**src/rtl/bcd_scan_display.sv**
```systemverilog
// ============================================================================
// Module   : bcd_scan_display
// Purpose  : Periodically samples CHANNELS values, converts each to BCD with a
//            shared one-bit-per-cycle double-dabble engine, and holds
//            registered active-low seven-segment patterns between updates.
//            Optional macro BCD_SCAN_LZ_BLANK_EN blanks leading zero digits.
// Revision : 1.0 - initial release
// ============================================================================
`default_nettype none

module bcd_scan_display #(
    parameter int CHANNELS    = 2,
    parameter int IN_WIDTH    = 6,
    parameter int DIGITS      = 2,
    parameter int REFRESH_DIV = 50_000
) (
    input  logic                         clk,
    input  logic                         rst,
    input  logic [CHANNELS*IN_WIDTH-1:0] in,
    output logic [CHANNELS*DIGITS*7-1:0] hex,
    output logic                         busy,
    output logic [CHANNELS-1:0]          ovf
);

    localparam int c_nib  = (IN_WIDTH + 2) / 3;
    localparam int c_bw   = 4 * c_nib;
    localparam int c_pnib = (c_nib > DIGITS) ? c_nib : DIGITS;
    localparam int c_pw   = 4 * c_pnib;
    localparam int c_cw   = (CHANNELS > 1) ? $clog2(CHANNELS) : 1;
    localparam int c_tw   = (REFRESH_DIV > 1) ? $clog2(REFRESH_DIV) : 1;
    localparam int c_bcw  = $clog2(IN_WIDTH + 1);

    localparam logic [1:0] c_st_idle  = 2'd0;
    localparam logic [1:0] c_st_load  = 2'd1;
    localparam logic [1:0] c_st_shift = 2'd2;

    localparam logic [6:0] c_seg_blank = 7'h7F;
    localparam logic [6:0] c_seg_dash  = 7'h3F;

    logic [1:0]              r_state;
    logic [1:0]              w_state_next;
    logic [c_tw-1:0]         r_count;
    logic                    w_tick;
    logic [IN_WIDTH-1:0]     r_shadow [CHANNELS];
    logic [IN_WIDTH-1:0]     w_sel;
    logic [IN_WIDTH-1:0]     r_shreg;
    logic [c_bw-1:0]         r_bcd;
    logic [c_bw-1:0]         w_adj;
    logic [c_bw-1:0]         w_bcd_next;
    logic [c_pw-1:0]         w_pad;
    logic [c_bcw-1:0]        r_bitcnt;
    logic [c_cw-1:0]         r_ch;
    logic                    w_last_bit;
    logic                    w_last_ch;
    logic                    w_ovf;
    logic [DIGITS*7-1:0]     w_seg;
    logic [CHANNELS*DIGITS*7-1:0] r_hex;
    logic [CHANNELS-1:0]     r_ovf;

    function automatic logic [6:0] seg7(input logic [3:0] d);
        case (d)
            4'd0:    seg7 = 7'h40;
            4'd1:    seg7 = 7'h79;
            4'd2:    seg7 = 7'h24;
            4'd3:    seg7 = 7'h30;
            4'd4:    seg7 = 7'h19;
            4'd5:    seg7 = 7'h12;
            4'd6:    seg7 = 7'h02;
            4'd7:    seg7 = 7'h78;
            4'd8:    seg7 = 7'h00;
            4'd9:    seg7 = 7'h10;
            default: seg7 = 7'h7F;
        endcase
    endfunction

    assign w_tick     = (r_count == c_tw'(REFRESH_DIV - 1));
    assign w_last_bit = (r_bitcnt == c_bcw'(IN_WIDTH - 1));
    assign w_last_ch  = (r_ch == c_cw'(CHANNELS - 1));

    always_ff @(posedge clk or posedge rst) begin
        if (rst) begin
            r_count <= '0;
        end else if (w_tick) begin
            r_count <= '0;
        end else begin
            r_count <= r_count + c_tw'(1);
        end
    end

    always_ff @(posedge clk or posedge rst) begin
        if (rst) begin
            r_state <= c_st_idle;
        end else begin
            r_state <= w_state_next;
        end
    end

    always_comb begin
        w_state_next = r_state;
        case (r_state)
            c_st_idle:  if (w_tick) w_state_next = c_st_load;
            c_st_load:  w_state_next = c_st_shift;
            c_st_shift: if (w_last_bit) w_state_next = w_last_ch ? c_st_idle : c_st_load;
            default:    w_state_next = c_st_idle;
        endcase
    end

    always_comb begin
        busy = (r_state == c_st_load) || (r_state == c_st_shift);
    end

    always_comb begin
        w_sel = '0;
        for (int k = 0; k < CHANNELS; k++) begin
            if (r_ch == c_cw'(k)) w_sel = r_shadow[k];
        end
    end

    // Double-dabble step: correct nibbles first, then shift the next input bit in.
    always_comb begin
        w_adj = '0;
        for (int i = 0; i < c_nib; i++) begin
            w_adj[i*4 +: 4] = (r_bcd[i*4 +: 4] >= 4'd5) ? r_bcd[i*4 +: 4] + 4'd3
                                                         : r_bcd[i*4 +: 4];
        end
        w_bcd_next = {w_adj[c_bw-2:0], r_shreg[IN_WIDTH-1]};
        w_pad = '0;
        w_pad[c_bw-1:0] = w_bcd_next;
    end

    // Segment patterns for the channel being committed, built from the final BCD value.
    always_comb begin
        logic lead;
        w_ovf = 1'b0;
        for (int i = DIGITS; i < c_pnib; i++) begin
            if (w_pad[i*4 +: 4] != 4'd0) w_ovf = 1'b1;
        end
        w_seg = '0;
        lead  = 1'b1;
        for (int j = DIGITS - 1; j >= 0; j--) begin
            if (w_ovf) begin
                w_seg[j*7 +: 7] = c_seg_dash;
            end else begin
`ifdef BCD_SCAN_LZ_BLANK_EN
                if (lead && (j != 0) && (w_pad[j*4 +: 4] == 4'd0)) begin
                    w_seg[j*7 +: 7] = c_seg_blank;
                end else begin
                    lead            = 1'b0;
                    w_seg[j*7 +: 7] = seg7(w_pad[j*4 +: 4]);
                end
`else
                lead            = 1'b0;
                w_seg[j*7 +: 7] = seg7(w_pad[j*4 +: 4]);
`endif
            end
        end
    end

    always_ff @(posedge clk or posedge rst) begin
        if (rst) begin
            for (int k = 0; k < CHANNELS; k++) r_shadow[k] <= '0;
            r_shreg  <= '0;
            r_bcd    <= '0;
            r_bitcnt <= '0;
            r_ch     <= '0;
            r_hex    <= '1;
            r_ovf    <= '0;
        end else begin
            case (r_state)
                c_st_idle: begin
                    if (w_tick) begin
                        for (int k = 0; k < CHANNELS; k++) begin
                            r_shadow[k] <= in[k*IN_WIDTH +: IN_WIDTH];
                        end
                        r_ch <= '0;
                    end
                end
                c_st_load: begin
                    r_shreg  <= w_sel;
                    r_bcd    <= '0;
                    r_bitcnt <= '0;
                end
                c_st_shift: begin
                    r_bcd    <= w_bcd_next;
                    r_shreg  <= r_shreg << 1;
                    r_bitcnt <= r_bitcnt + c_bcw'(1);
                    if (w_last_bit) begin
                        for (int k = 0; k < CHANNELS; k++) begin
                            if (r_ch == c_cw'(k)) begin
                                r_hex[k*DIGITS*7 +: DIGITS*7] <= w_seg;
                                r_ovf[k]                      <= w_ovf;
                            end
                        end
                        if (!w_last_ch) r_ch <= r_ch + c_cw'(1);
                    end
                end
                default: ;
            endcase
        end
    end

    assign hex = r_hex;
    assign ovf = r_ovf;

endmodule

`default_nettype wire
```
**config.mk**
```make
export PLATFORM = sky130hd
export DESIGN_NAME = bcd_scan_display
export DESIGN_NICKNAME = d
export VERILOG_FILES = /design/src/rtl/bcd_scan_display.sv
export SDC_FILE = /design/constraint.sdc
export NUM_CORES = 1
export LEC_CHECK = 0
export ABC_AREA = 1
export ABC_CLOCK_PERIOD_IN_PS = 2570
export CAP_MARGIN = 0
export CELL_PAD_IN_SITES_DETAIL_PLACEMENT = 1
export CELL_PAD_IN_SITES_GLOBAL_PLACEMENT = 2
export CORE_ASPECT_RATIO = 0.8
export CORE_MARGIN = 2
export CORE_UTILIZATION = 30
export CTS_BUF_LIST = sky130_fd_sc_hd__clkbuf_8 sky130_fd_sc_hd__clkbuf_16
export DETAILED_ROUTE_END_ITERATION = 10
export GPL_TIMING_DRIVEN = 0
export PLACE_DENSITY = 0.86
export SYNTH_ARGS = -nofsm -noshare
export SYNTH_HDL_FRONTEND = slang
export SYNTH_SLANG_ARGS = --single-unit
```
**constraint.sdc**
```tcl
create_clock -name clk -period 2.57 [get_ports clk]
set_input_delay 0.6425 -clock clk [delete_from_list [all_inputs] [get_ports clk]]
set_output_delay 0.6425 -clock clk [all_outputs]
set_load 0.02 [all_outputs]
```
* Yosys cells after proc, flatten, opt, wreduce, memory -nomap -nowiden
Memories as Yosys holds them, arrays and structs flattened. Cells that the tools add are included. Widths: inputs -> output; s select.
Storage, ports and cells: output and inout port bits 31, memories 2, ROM bits 224, flip-flop bits (word level) 76
Memory list:
- (no name shown) | words 16, bits a word 7, read ports 1, clocked after memory_dff 0, write ports 0, line 61 | case (d)
- (no name shown) | words 16, bits a word 7, read ports 1, clocked after memory_dff 0, write ports 0, line 61
Operators by class: $lt $le $gt $ge 2, mux-type cells 15, add/sub/neg operators 5, reduce and logical (&&, ||, !) cells 9, bitwise gates (word level) 1, equality and inequality tests 6
Operators with widths (count):
- $add 16x1->16 const B | 1
- $eq 16x16->1 const B | 1
- $mux 16 | 1
- $pmux 8 s2 | 1
- $pmux 6 s2 | 1
- $reduce_and 3->1 | 3
- $ge 4x3->1 const B | 2
- $mux 6 | 1
- $pmux 2 s3 | 1
- $pmux 3 s2 | 1
- $add 4x2->4 const B | 1
- $mux 1 | 4
- $mux 2 | 2
- $mux 4 | 1
- $ne 2x2->1 const B | 2
- $reduce_and 2->1 | 2
- $reduce_bool 2->1 | 2
- $add 3x1->3 const B | 1
- $add 3x2->3 const B | 1
- $eq 3x3->1 const B | 1
- $mux 3 | 1
- $eq 2x1->1 const B | 1
- $eq 2x2->1 const B | 1
- $logic_not 2->1 | 1
- other kinds (4) | 4

* Longest topological paths before layout
depth in word-level cells 4, depth in mapped cells 16, depth with buffers taken out 16

* Worst setup path after synthesis
No wires, ideal clock.
kind register to register, start point register r_bcd[4], end point register r_hex[10] (netlist: hex[10]), arrival time 1.763 ns, buffers on the path 0, period minus slack after synthesis 1.824 ns, library setup time 0.060 ns, data required time 2.510 ns, stages on the path, launching flop included 17, setup slack 0.746 ns, path through dfrtp_1 inv_1 ha_1 inv_1 nand2_1 nand3_1 nand2_1 nand2_1 inv_1 ha_1 nand3_1 nand2_1 inv_1 nand2_1 nand2_1 nand2_1 nand2_1
On the way: word-level cells in the longest chain between the ends 3
Ends and longest elaborated chain:
- start: declaration | line 47 | logic [c_bw-1:0] r_bcd;
- start signal: assignment | line 184 | r_bcd <= w_bcd_next;
- $ge 4x3->1 or $add 3x2->3 (tied branches) | line 123 | w_adj[i*4 +: 4] = (r_bcd[i*4 +: 4] >= 4'd5) ? r_bcd[i*4 +: 4] + 4'd3
- $mux 3 (*) | line 123
- $mem_v2 16x7 (*)
- end signal: indexed assignment | line 190 | r_hex[k*DIGITS*7 +: DIGITS*7] <= w_seg;
- end: declaration | line 57 | logic [CHANNELS*DIGITS*7-1:0] r_hex;
Every way passes the cells marked *; elsewhere a longest branch is shown, timed or not. A chain may end at the register's enable or synchronous reset.

* Worst setup path after layout
start point register r_state[0], end point output port busy
On the way: word-level cells in the longest chain between the ends 2
Ends and longest elaborated chain:
- start: declaration | line 40 | logic [1:0] r_state;
- start signal: assignment | line 92 | r_state <= c_st_idle;
- start signal: assignment | line 94 | r_state <= w_state_next;
- $eq 2x1->1 or $eq 2x2->1 (tied branches) | line 109 | busy = (r_state == c_st_load) || (r_state == c_st_shift);
- $logic_or 1x1->1 (*) | line 109
- end: declaration | line 21 | output logic busy,
Marked as above.

==> impl_metrics.toml <==
[outcome]
status = "completed"

[grt]
grt_overflow_total = 0
grt_pass1_vias = 3361
grt_antenna_before_repair = 0
track_usage_pct = 14.8
grt_max_degree = 51
grt_pass1_wl_mm = 16.2

[logic_synthesis]
yosysMostFrequentCell = "nand2_1"
synth.top_cell.area_share_pct = 31.4
synthTopCellsByCount = "nand2_1, inv_1, dfrtp_1"
syn-cell-area_um2 = 3820
synth_seq_area_share_pct = 50.6
synth_enable_flop_cells = 0
synth.avg_cell_area_um2 = 8.33
synth.area.top_cells = "dfrtp_1, dfstp_2, nand2_1"
synth_ff_type = "dfrtp_1"
syn_inst = 459
ys_async_sr_fraction_pct = 100
ys_ff_latch = 76
synth_area_leader_cell = "dfrtp_1"
synthDistinctLibCells = 35
ys.warnings.count = 0

[clocking]
ctsHoldBuffers = 0
clk-insertion-delay-late_ps = 340
cts.repair.resized = 0
clkTransAtPathRegs_ps = 60
cts_buffer_depth = 2
clock-sinks = 76
cts_max_level = 3
cts_tree = "done"
postCtsSetupRepairBufs = 0
cts_buffers = 9
root_buffer = "clkbuf_16"

[setup_path]
crit_chain = "inv_1, ha_1, clkdlybuf4s50_1"
worst_path_dominant_cell_family = "buffers and inverters"
cp_max_fo = 4
end_kind = "output pin"
crit_buf_inv = 2
path_depth = 3
cp-start-kind = "register"
cpPeakStageDelay_ps = 600
r2r_cells = 15
cp.required_ps = 1930
crit_slowest_cell = "clkdlybuf4s50_1"
path_class = "register to output pin"
cp.arrival_ps = 1720

[floorplan]
rows = 36
dieArea_um2 = 13700
fp.dieW_um = 130
initial_utilization_pct = 31.1
die_h_um = 105
ios = 45
core_area_um2 = 12300

[worst_hold_path]
hold_path_class = "register to register"
hold_path_depth = 2

[cells_and_area]
drive_gt1_share_pct = 12.9
finalCoreUtilization_pct = 39.1
fin_cells = 690
final_area_um2 = 4800
area_growth_pct = 25.5
final_nets = 543
nFillCells = 1476
antenna-diode-count = 0

[drt]
drt_wl_total_mm = 9.16
drc_errors = 0
firstDrtPassIters = 4
vias_per_cell = 4.60
num_vias = 3176
routedWlPerCell_um = 13.3
antenna_left = 0
drt_iter0_markers = 86

[place]
portBuffers = 42
dp_slack_ps = 401
dpl_cell_area_um2 = 4490
dp_cells = 674
gp_congestion = 0.785
dp_hpwl_mm = 6.70

[pwr]
p_leak_nw = 2.30
seqPwrFrac_pct = 46.4
power_frac_clock_pct = 51.5
pwr-share-comb_pct = 2.1
power_w = 0.00258
ir_drop_mv = 0.297
swShare_pct = 20.3
switching_power_w = 0.000524
p_int_w = 0.00206
power_density_nw_per_um2 = 538

[sta]
clock.fmax_mhz = 423
fin_crit_ps = 2360
slew_headroom_pct = 65.1
rsz0062_at_grt = "no"
setup_viol = 0
hold_viol = 0
setup_ws_ps = 207
worst_pin_slew_ps = 523
clock-skew-final_ps = 4.77
maxSlewViolCount = 0
period_share_pct = 92.0

[flow_run]
maxCapViolCount = 0
==> cell usage in the layout, fill, tap and decap left out, drive strengths merged <==
master,count
a31oi,7
nand3,34
conb,2
dfrtp,48
nor3,6
xor2,4
ha,15
bufinv,2
nand4,8
o22ai,10
dfstp,28
nor3b,2
a21oi,6
clkinv,3
or2,1
clkinvlp,1
o21ai,18
clkdlybuf4s50,42
clkbuf,11
o221ai,5
buf,11
o211ai,2
nor2,31
nand2,164
inv,55
nand3b,1
nor4,1
xnor2,1
==> worst register-to-register path, delay by kind of cell, from the launching register on <==
| kind | cells | cell delay (ps) |
|---|---|---|
| fa+ha+maj | 2 | 460 |
| buf+inv | 4 | 330 |
| flops | 1 | 400 |
| simple gates | 9 | 930 |
==> power groups by stage <==
stage | Clock [W] | Sequential (W) | Combinational, W
after global placement | 0 | 0.00122 | 0.0000485
after detailed placement | 0 | 0.00122 | 0.0000557
final | 0.00133 | 0.00120 | 0.0000533
after floorplan | 0 | 0.00122 | 0.0000219
after CTS | 0.00136 | 0.00120 | 0.0000557
after global routing | 0.00142 | 0.00120 | 0.0000598
==> metrics by stage <==
stage	hold WS, ps	setup TNS (ps)
floorplan	433	0
detailed placement	457	0
finish	465	0
CTS	472	0
global route	483	0
global placement	454	-76940
==> cell type report <==
| cell class | count | area, um^2 | share of cell area, % |
|---|---|---|---|
| flip-flops and latches | 76 | 1940 | 40.3 |
| multi-input cells | 318 | 1610 | 33.5 |
| repair buffers | 43 | 448 | 9.33 |
| clock buffers | 9 | 225 | 4.69 |
| well taps | 171 | 214 | 4.46 |
| inverters | 54 | 208 | 4.33 |
| clock inverters | 7 | 83.8 | 1.75 |
| plain buffers | 12 | 80.1 | 1.67 |
==> routing by layer <==
layer	vias up	GRT usage, %	wire, um
li1	1582	-	-
met1	1551	19.9	4540
met2	33	23.4	4220
met3	10	3.74	272
met4	0	4.53	121
met5	-	0	0
==> registers in the layout (all words and copies together) (netlist names) <==
| register | cells |
|---|---|
| hex | 28 |
| r_count | 16 |
| r_shadow | 12 |
| r_bcd | 8 |
| r_shreg | 6 |
| r_bitcnt | 3 |
| r_ch | 1 |
| r_state | 2 |
==> cells by family after synthesis <==
family / Yosys count / share of synthesized area [%]
compound gates: 48 / 7.46
fa+ha+maj: 15 / 4.91
flops: 76 / 50.6
simple gates: 248 / 28.3
buf+inv: 66 / 7.46
xor+xnor: 5 / 1.14
other cells: 1 / 0.0980
==> final timing paths <==
path	startpoint	slack [ps]	to
max	r_state[0]	210	busy
min	r_shadow[10]	470	r_shadow[10]
max reg2reg	r_bcd[0]	410	hex[10]
min reg2reg	r_shadow[10]	470	r_shadow[10]
max in group asynchronous	rst	1330	hex[23]
min in group asynchronous	rst	650	r_bcd[3]
Power figures use the tool's default switching activity.
